File: src/rtl/trace_pkg.sv
// Shared types for the commit trace buffer: FSM encoding, stored entry layout
// and capture-mode constants.
package trace_pkg;

    localparam int TR_PC_W    = 32;
    localparam int TR_DATA_W  = 32;
    localparam int TR_RADDR_W = 5;
    localparam int TR_CNT_W   = 32;

    localparam logic MODE_WRAP = 1'b0;
    localparam logic MODE_FILL = 1'b1;

    typedef enum logic [2:0] {
        IDLE   = 3'd0,
        ARMED  = 3'd1,
        POST   = 3'd2,
        FROZEN = 3'd3
    } state_t;

    typedef struct packed {
        logic [TR_PC_W-1:0]    pc;
        logic [TR_PC_W-1:0]    inst;
        logic                  we;
        logic [TR_RADDR_W-1:0] waddr;
        logic [TR_DATA_W-1:0]  wdata;
        logic [TR_CNT_W-1:0]   cycle;
    } trace_entry_t;

endpackage

File: src/rtl/trace_ram.sv
// Entry storage: register array with one synchronous write port and one
// combinational read port. Contents are deliberately not reset.
module trace_ram
    import trace_pkg::*;
#(
    parameter int  DEPTH   = 16,
    parameter type entry_t = trace_entry_t
) (
    input  logic                       clk_in,
    input  logic                       we,
    input  logic [$clog2(DEPTH)-1:0]   waddr,
    input  logic [$bits(entry_t)-1:0]  wdata,
    input  logic [$clog2(DEPTH)-1:0]   raddr,
    output logic [$bits(entry_t)-1:0]  rdata
);

    entry_t mem [DEPTH];

    always_ff @(posedge clk_in) begin
        if (we) begin
            mem[waddr] <= entry_t'(wdata);
        end
    end

    assign rdata = mem[raddr];

endmodule

File: src/rtl/commit_trace_buffer.sv
// Circular trace of committed instructions with wrap/fill-stop capture, PC
// trigger with post-trigger depth, and an oldest-first valid/ready drain.
module commit_trace_buffer
    import trace_pkg::*;
#(
    parameter int DEPTH   = 16,
    parameter int PC_W    = 32,
    parameter int DATA_W  = 32,
    parameter int RADDR_W = 5,
    parameter int CNT_W   = 32,
    localparam int PW     = $clog2(DEPTH) + 1
) (
    input  logic               clk_in,
    input  logic               reset,
    input  logic               commit_valid,
    input  logic [PC_W-1:0]    commit_pc,
    input  logic [PC_W-1:0]    commit_inst,
    input  logic               rf_we,
    input  logic [RADDR_W-1:0] rf_waddr,
    input  logic [DATA_W-1:0]  rf_wdata,
    input  logic               arm,
    input  logic               cfg_mode,
    input  logic               trig_en,
    input  logic [PC_W-1:0]    trig_pc,
    input  logic [PW-1:0]      post_count,
    output logic               out_valid,
    input  logic               out_ready,
    output logic [PC_W-1:0]    out_pc,
    output logic [PC_W-1:0]    out_inst,
    output logic               out_we,
    output logic [RADDR_W-1:0] out_waddr,
    output logic [DATA_W-1:0]  out_wdata,
    output logic [CNT_W-1:0]   out_cycle,
    output logic [2:0]         state_o,
    output logic [PW-1:0]      count_o,
    output logic               overflow_o
);

    localparam int AW = $clog2(DEPTH);

    typedef struct packed {
        logic [PC_W-1:0]    pc;
        logic [PC_W-1:0]    inst;
        logic               we;
        logic [RADDR_W-1:0] waddr;
        logic [DATA_W-1:0]  wdata;
        logic [CNT_W-1:0]   cycle;
    } entry_t;

    state_t              state_q, state_d;
    logic [CNT_W-1:0]    cyc_q;
    logic [AW-1:0]       wr_ptr_q, rd_ptr_q;
    logic [PW-1:0]       count_q, post_rem_q;
    logic                overflow_q;

    logic   capturing, full, wr_en, trig_hit, post_done, fill_done, fill_stuck, xfer;
    entry_t wr_entry, rd_entry;
    logic [$bits(entry_t)-1:0] rd_bits;

    // A commit coinciding with arm is dropped so the fresh capture starts clean.
    assign capturing  = commit_valid && !arm && (state_q == ARMED || state_q == POST);
    assign full       = (count_q == PW'(DEPTH));
    assign fill_stuck = capturing && full && (cfg_mode == MODE_FILL);
    assign wr_en      = capturing && !fill_stuck;
    assign trig_hit   = wr_en && (state_q == ARMED) && trig_en && (commit_pc == trig_pc);
    assign post_done  = wr_en && (state_q == POST) && (post_rem_q == PW'(1));
    assign fill_done  = wr_en && (cfg_mode == MODE_FILL) && (count_q == PW'(DEPTH - 1));
    assign xfer       = out_valid && out_ready;

    assign wr_entry = '{
        pc:    commit_pc,
        inst:  commit_inst,
        we:    rf_we && (rf_waddr != '0),
        waddr: rf_waddr,
        wdata: rf_wdata,
        cycle: cyc_q
    };

    trace_ram #(
        .DEPTH   (DEPTH),
        .entry_t (entry_t)
    ) u_ram (
        .clk_in (clk_in),
        .we     (wr_en),
        .waddr  (wr_ptr_q),
        .wdata  (wr_entry),
        .raddr  (rd_ptr_q),
        .rdata  (rd_bits)
    );

    assign rd_entry = entry_t'(rd_bits);

    always_ff @(posedge clk_in or posedge reset) begin
        if (reset) begin
            state_q <= IDLE;
        end else begin
            state_q <= state_d;
        end
    end

    always_comb begin
        state_d = state_q;
        if (arm) begin
            state_d = ARMED;
        end else begin
            unique case (state_q)
                IDLE:   state_d = IDLE;
                ARMED: begin
                    if ((trig_hit && post_count == '0) || fill_done || fill_stuck) begin
                        state_d = FROZEN;
                    end else if (trig_hit) begin
                        state_d = POST;
                    end
                end
                POST: begin
                    if (post_done || fill_done || fill_stuck) begin
                        state_d = FROZEN;
                    end
                end
                FROZEN: begin
                    if (count_q == '0 || (xfer && count_q == PW'(1))) begin
                        state_d = IDLE;
                    end
                end
                default: state_d = IDLE;
            endcase
        end
    end

    always_comb begin
        out_valid = (state_q == FROZEN) && (count_q != '0);
        out_pc    = '0;
        out_inst  = '0;
        out_we    = 1'b0;
        out_waddr = '0;
        out_wdata = '0;
        out_cycle = '0;
        if (out_valid) begin
            out_pc    = rd_entry.pc;
            out_inst  = rd_entry.inst;
            out_we    = rd_entry.we;
            out_waddr = rd_entry.waddr;
            out_wdata = rd_entry.wdata;
            out_cycle = rd_entry.cycle;
        end
    end

    // Writes only happen in ARMED/POST and transfers only in FROZEN, so the
    // two pointer/count updates below never collide.
    always_ff @(posedge clk_in or posedge reset) begin
        if (reset) begin
            cyc_q      <= '0;
            wr_ptr_q   <= '0;
            rd_ptr_q   <= '0;
            count_q    <= '0;
            post_rem_q <= '0;
            overflow_q <= 1'b0;
        end else begin
            cyc_q <= cyc_q + 1'b1;
            if (arm) begin
                wr_ptr_q   <= '0;
                rd_ptr_q   <= '0;
                count_q    <= '0;
                post_rem_q <= '0;
                overflow_q <= 1'b0;
            end else begin
                if (wr_en) begin
                    wr_ptr_q <= wr_ptr_q + 1'b1;
                    if (full) begin
                        rd_ptr_q   <= rd_ptr_q + 1'b1;
                        overflow_q <= 1'b1;
                    end else begin
                        count_q <= count_q + 1'b1;
                    end
                end
                if (trig_hit) begin
                    post_rem_q <= post_count;
                end else if (wr_en && state_q == POST) begin
                    post_rem_q <= post_rem_q - 1'b1;
                end
                if (xfer) begin
                    rd_ptr_q <= rd_ptr_q + 1'b1;
                    count_q  <= count_q - 1'b1;
                end
            end
        end
    end

    assign state_o    = state_q;
    assign count_o    = count_q;
    assign overflow_o = overflow_q;

endmodule

File: config.mk
export PLATFORM = sky130hd
export DESIGN_NAME = commit_trace_buffer
export DESIGN_NICKNAME = d
export VERILOG_FILES = /design/src/rtl/trace_pkg.sv /design/src/rtl/trace_ram.sv /design/src/rtl/commit_trace_buffer.sv
export SDC_FILE = /design/constraint.sdc
export NUM_CORES = 2
export LEC_CHECK = 0
export CORE_MARGIN = 2
export CORE_UTILIZATION = 61
export DETAILED_ROUTE_END_ITERATION = 7
export PLACE_DENSITY = 0.84
export SYNTH_ARGS = -nofsm -noshare
export SYNTH_HDL_FRONTEND = slang
export SYNTH_HIERARCHICAL = 1
export SYNTH_SLANG_ARGS = --single-unit
export TNS_END_PERCENT = 5
File: constraint.sdc
create_clock -name clk_in -period 16.3 [get_ports clk_in]
set_clock_uncertainty 0.05 [all_clocks]
set_input_delay 2.445 -clock clk_in [delete_from_list [all_inputs] [get_ports clk_in]]
set_output_delay 2.445 -clock clk_in [all_outputs]
set_load 0.01 [all_outputs]
==> impl_results.md <==
* Initial DRC Count at 6460
* Setup slack, reg-to-reg at 11.13 ns
* Vias per inst at 7.04
* Post-Syn Area per Cell at 22.0 um2
* Leakage at 0.0308 uW
* Share of the synthesized area in the top cell type at 0.760
* Seq cells post-synth at 2197
* Fillers at 7492
* Post-synth EDFFs at 2144
* Worst path required time at 13.81 ns
* Startpoint Class: flip-flop
* DRC errors left at 0
* Final setup margin at 8.20 ns
* Port Buf Inserts at 288
* Dominant synthesized flop cell: edfxtp_1
* Reg area at 65700 um2
* All-Layer GR Usage at 0.316
* FF-to-FF Start: state_o[0]
* CP endpoint kind: output port
* Number of global-route vias before repair at 45301
* Minimum clock period after layout at 8.10 ns
* Antenna violations before repair at 25
* CTS max path bufs at 3
* Resize count post-CTS at 0
* Synth Warn # at 6
* Syn Std Cell Area at 84700 um2
* Core footprint at 138000 um2
* Syn Inst Count at 3852
* GPL Wtd Cong at 0.761
* Worst hold start: overflow_o
* Die height at 377 um
* Gr ovfl total at 0
* Pwr per Cell Area at 124 nW/um2
* Peak supply drop at 0.116 mV
* Setup_tns at 0 ns
* Footprint of the multi-input gates at 17900 um2
* Post-synth top area cell: edfxtp_1
* WL/cell at 35.9 um
* Die W at 377 um
* Clock Pin Slew Worst Setup and Hold Paths at 0.06 ns
* Total number of vias at 43575
* Max cap viols at 0
* Ys async rst share at 0.0241
* Crit path max fanout at 103
* Post-DP HPWL at 104000 um
* Max-slew headroom at 0.0827
* CTS tree: built
* I/O Pins at 290
* DP Worst Slack at 8.60 ns
* Layout area overhead at 13.6%
* First-pass GRT wire length at 319000 um
* Clk_lat worst skew at 0.83 ns
* Root Driver: clkbuf_16
* Area contributors post-synth: edfxtp_1 (76%), mux4_2 (13%), a22oi_1 (2.0%)
* Period utilization at 0.497
* Htree depth at 4
* Pin count of the biggest net entering global routing at 170
* Clock Sinks at 2197
* Setup CP Type: flip-flop to output port
* ANT nets after route at 0
* Pins Over Slew Limit at 0
* Final WL at 222000 um
* Hold depth at 2
* Layout cells sized above 1 at 0.226
* CP arrival at 5.60 ns
* Outcome: completed
* WHS Endpoint: overflow_o
* Hold Buf Count CTS at 0
* Path depth of the worst reg2reg path at 9
* Yosys cell types at 55
* Final hold vios at 0
* Most common cell in the netlist: edfxtp_1
* Highest clock rate at 123 MHz
* RSZ-0062 raised after global routing: false
* Nets at 4359
* Worst slew pin tran at 1.37 ns
* Pre-antenna DRT Iters at 6
* Inserted Clock Buffers at 205
* Initial Utilization at 0.616
* Final Util at 0.699
* R2R Path End: u_ram/mem[11][69]
* Row count at 136
* Setup Fix Bufs, Post-CTS at 0
* Total power at 11900 uW
* Final setup vio count at 0
* Hold crit path type: flip-flop to flip-flop
* Synthesized Nets at 4011
* Seq/Total Area, Yosys at 0.775
* Top cells by count, synth: edfxtp_1 (2144), mux4_2 (501), a22oi_1 (228)
* Die area at 142000 um2
## routing by layer
layer | vias up | global-route usage | part of all wire
met5 | - | 0 | 0.00056
met4 | 20 | 0.126 | 0.038
met3 | 518 | 0.0766 | 0.12
met2 | 3578 | 0.517 | 0.50
met1 | 22538 | 0.415 | 0.34
li1 | 16921 | - | -
## power by group
part,switching [uW],internal [uW]
registers,38.6,6270
clock network,2110,2660
logic,519,313
total,2670,9240
## how the worst max path moves through the flow
| stage | from | endpoint | slack (ns) | cells after the start |
|---|---|---|---|---|
| global route | rd_ptr_q[0] | out_wdata[15] | 8.06 | 7 |
| detailed placement | arm | u_ram/mem[11][78] | 8.60 | 8 |
| CTS | rd_ptr_q[2] | out_cycle[3] | 8.16 | 7 |
| floorplan | arm | u_ram/mem[0][0] | 2.65 | 5 |
| finish | rd_ptr_q[2] | out_cycle[3] | 8.20 | 7 |
| global placement | arm | u_ram/mem[1][81] | 8.69 | 8 |
## placed cells by master (no fill, tap or decap), types with 13 or more instances in the layout
| cell type | count |
|---|---|
| edfxtp_1 | 2144 |
| mux4_2 | 501 |
| clkdlybuf4s50_1 | 288 |
| a22oi_1 | 228 |
| clkbuf_16 | 209 |
| and3_1 | 143 |
| nand2_1 | 122 |
| buf_4 | 66 |
| mux2_2 | 65 |
| clkinv_2 | 52 |
| dfrtp_1 | 49 |
| clkbuf_1 | 39 |
| xnor2_1 | 38 |
| xor2_1 | 37 |
| clkinv_1 | 36 |
| mux2i_1 | 35 |
| nor2_1 | 31 |
| nand2b_1 | 20 |
| nor2b_1 | 20 |
| o221ai_1 | 20 |
| diode_2 | 19 |
| o21ai_0 | 18 |
| nand3_1 | 16 |
| bufinv_16 | 16 |
| a221oi_1 | 15 |
| nor2_4 | 13 |
## per-stage QoR
stage / hold WS (ns) / cells / area [um2]
after floorplan: 0.471 / 3852 / 84700
after global placement: 0.437 / 5787 / 89500
after detailed placement: 0.447 / 5787 / 89500
after CTS: 0.460 / 6168 / 96200
after global routing: 0.504 / 6179 / 96200
final: 0.453 / 6187 / 96300
## critical path, stage by stage (launching register included)
cell	delay [ns]
dfrtp_4	1.10
buf_12	0.51
and2_4	0.72
buf_4	1.02
a22oi_1	0.25
nand2_1	0.20
and3_1	0.25
clkdlybuf4s50_1	0.56
## kinds of logic after synthesis
group / count (synthesis) / synth area share
xor+xnor: 75 / 0.00775
fa+ha+maj: 13 / 0.00192
buf+inv: 235 / 0.0150
mux: 601 / 0.146
flops: 2197 / 0.775
compound gates: 303 / 0.0269
simple gates: 427 / 0.0271
other cells: 1 / 0.0000443
## layout make-up
cell class / instances / area share
clock buffers: 257 / 0.0571
well taps: 1794 / 0.0233
diodes: 19 / 0.000494
repair buffers: 363 / 0.0370
clock inverters: 124 / 0.0124
inverters: 13 / 0.000507
multi-input cells: 1420 / 0.186
flip-flops and latches: 2197 / 0.683
## flip-flops by register name, indices dropped and copies added (netlist names)
register and count:
count_o 5, post_rem_q 5, overflow_o 1, state_o 2, cyc_q 32, u_ram/mem 2144, wr_ptr_q 4, rd_ptr_q 4
Note: power is estimated with default switching activity, not from simulation.
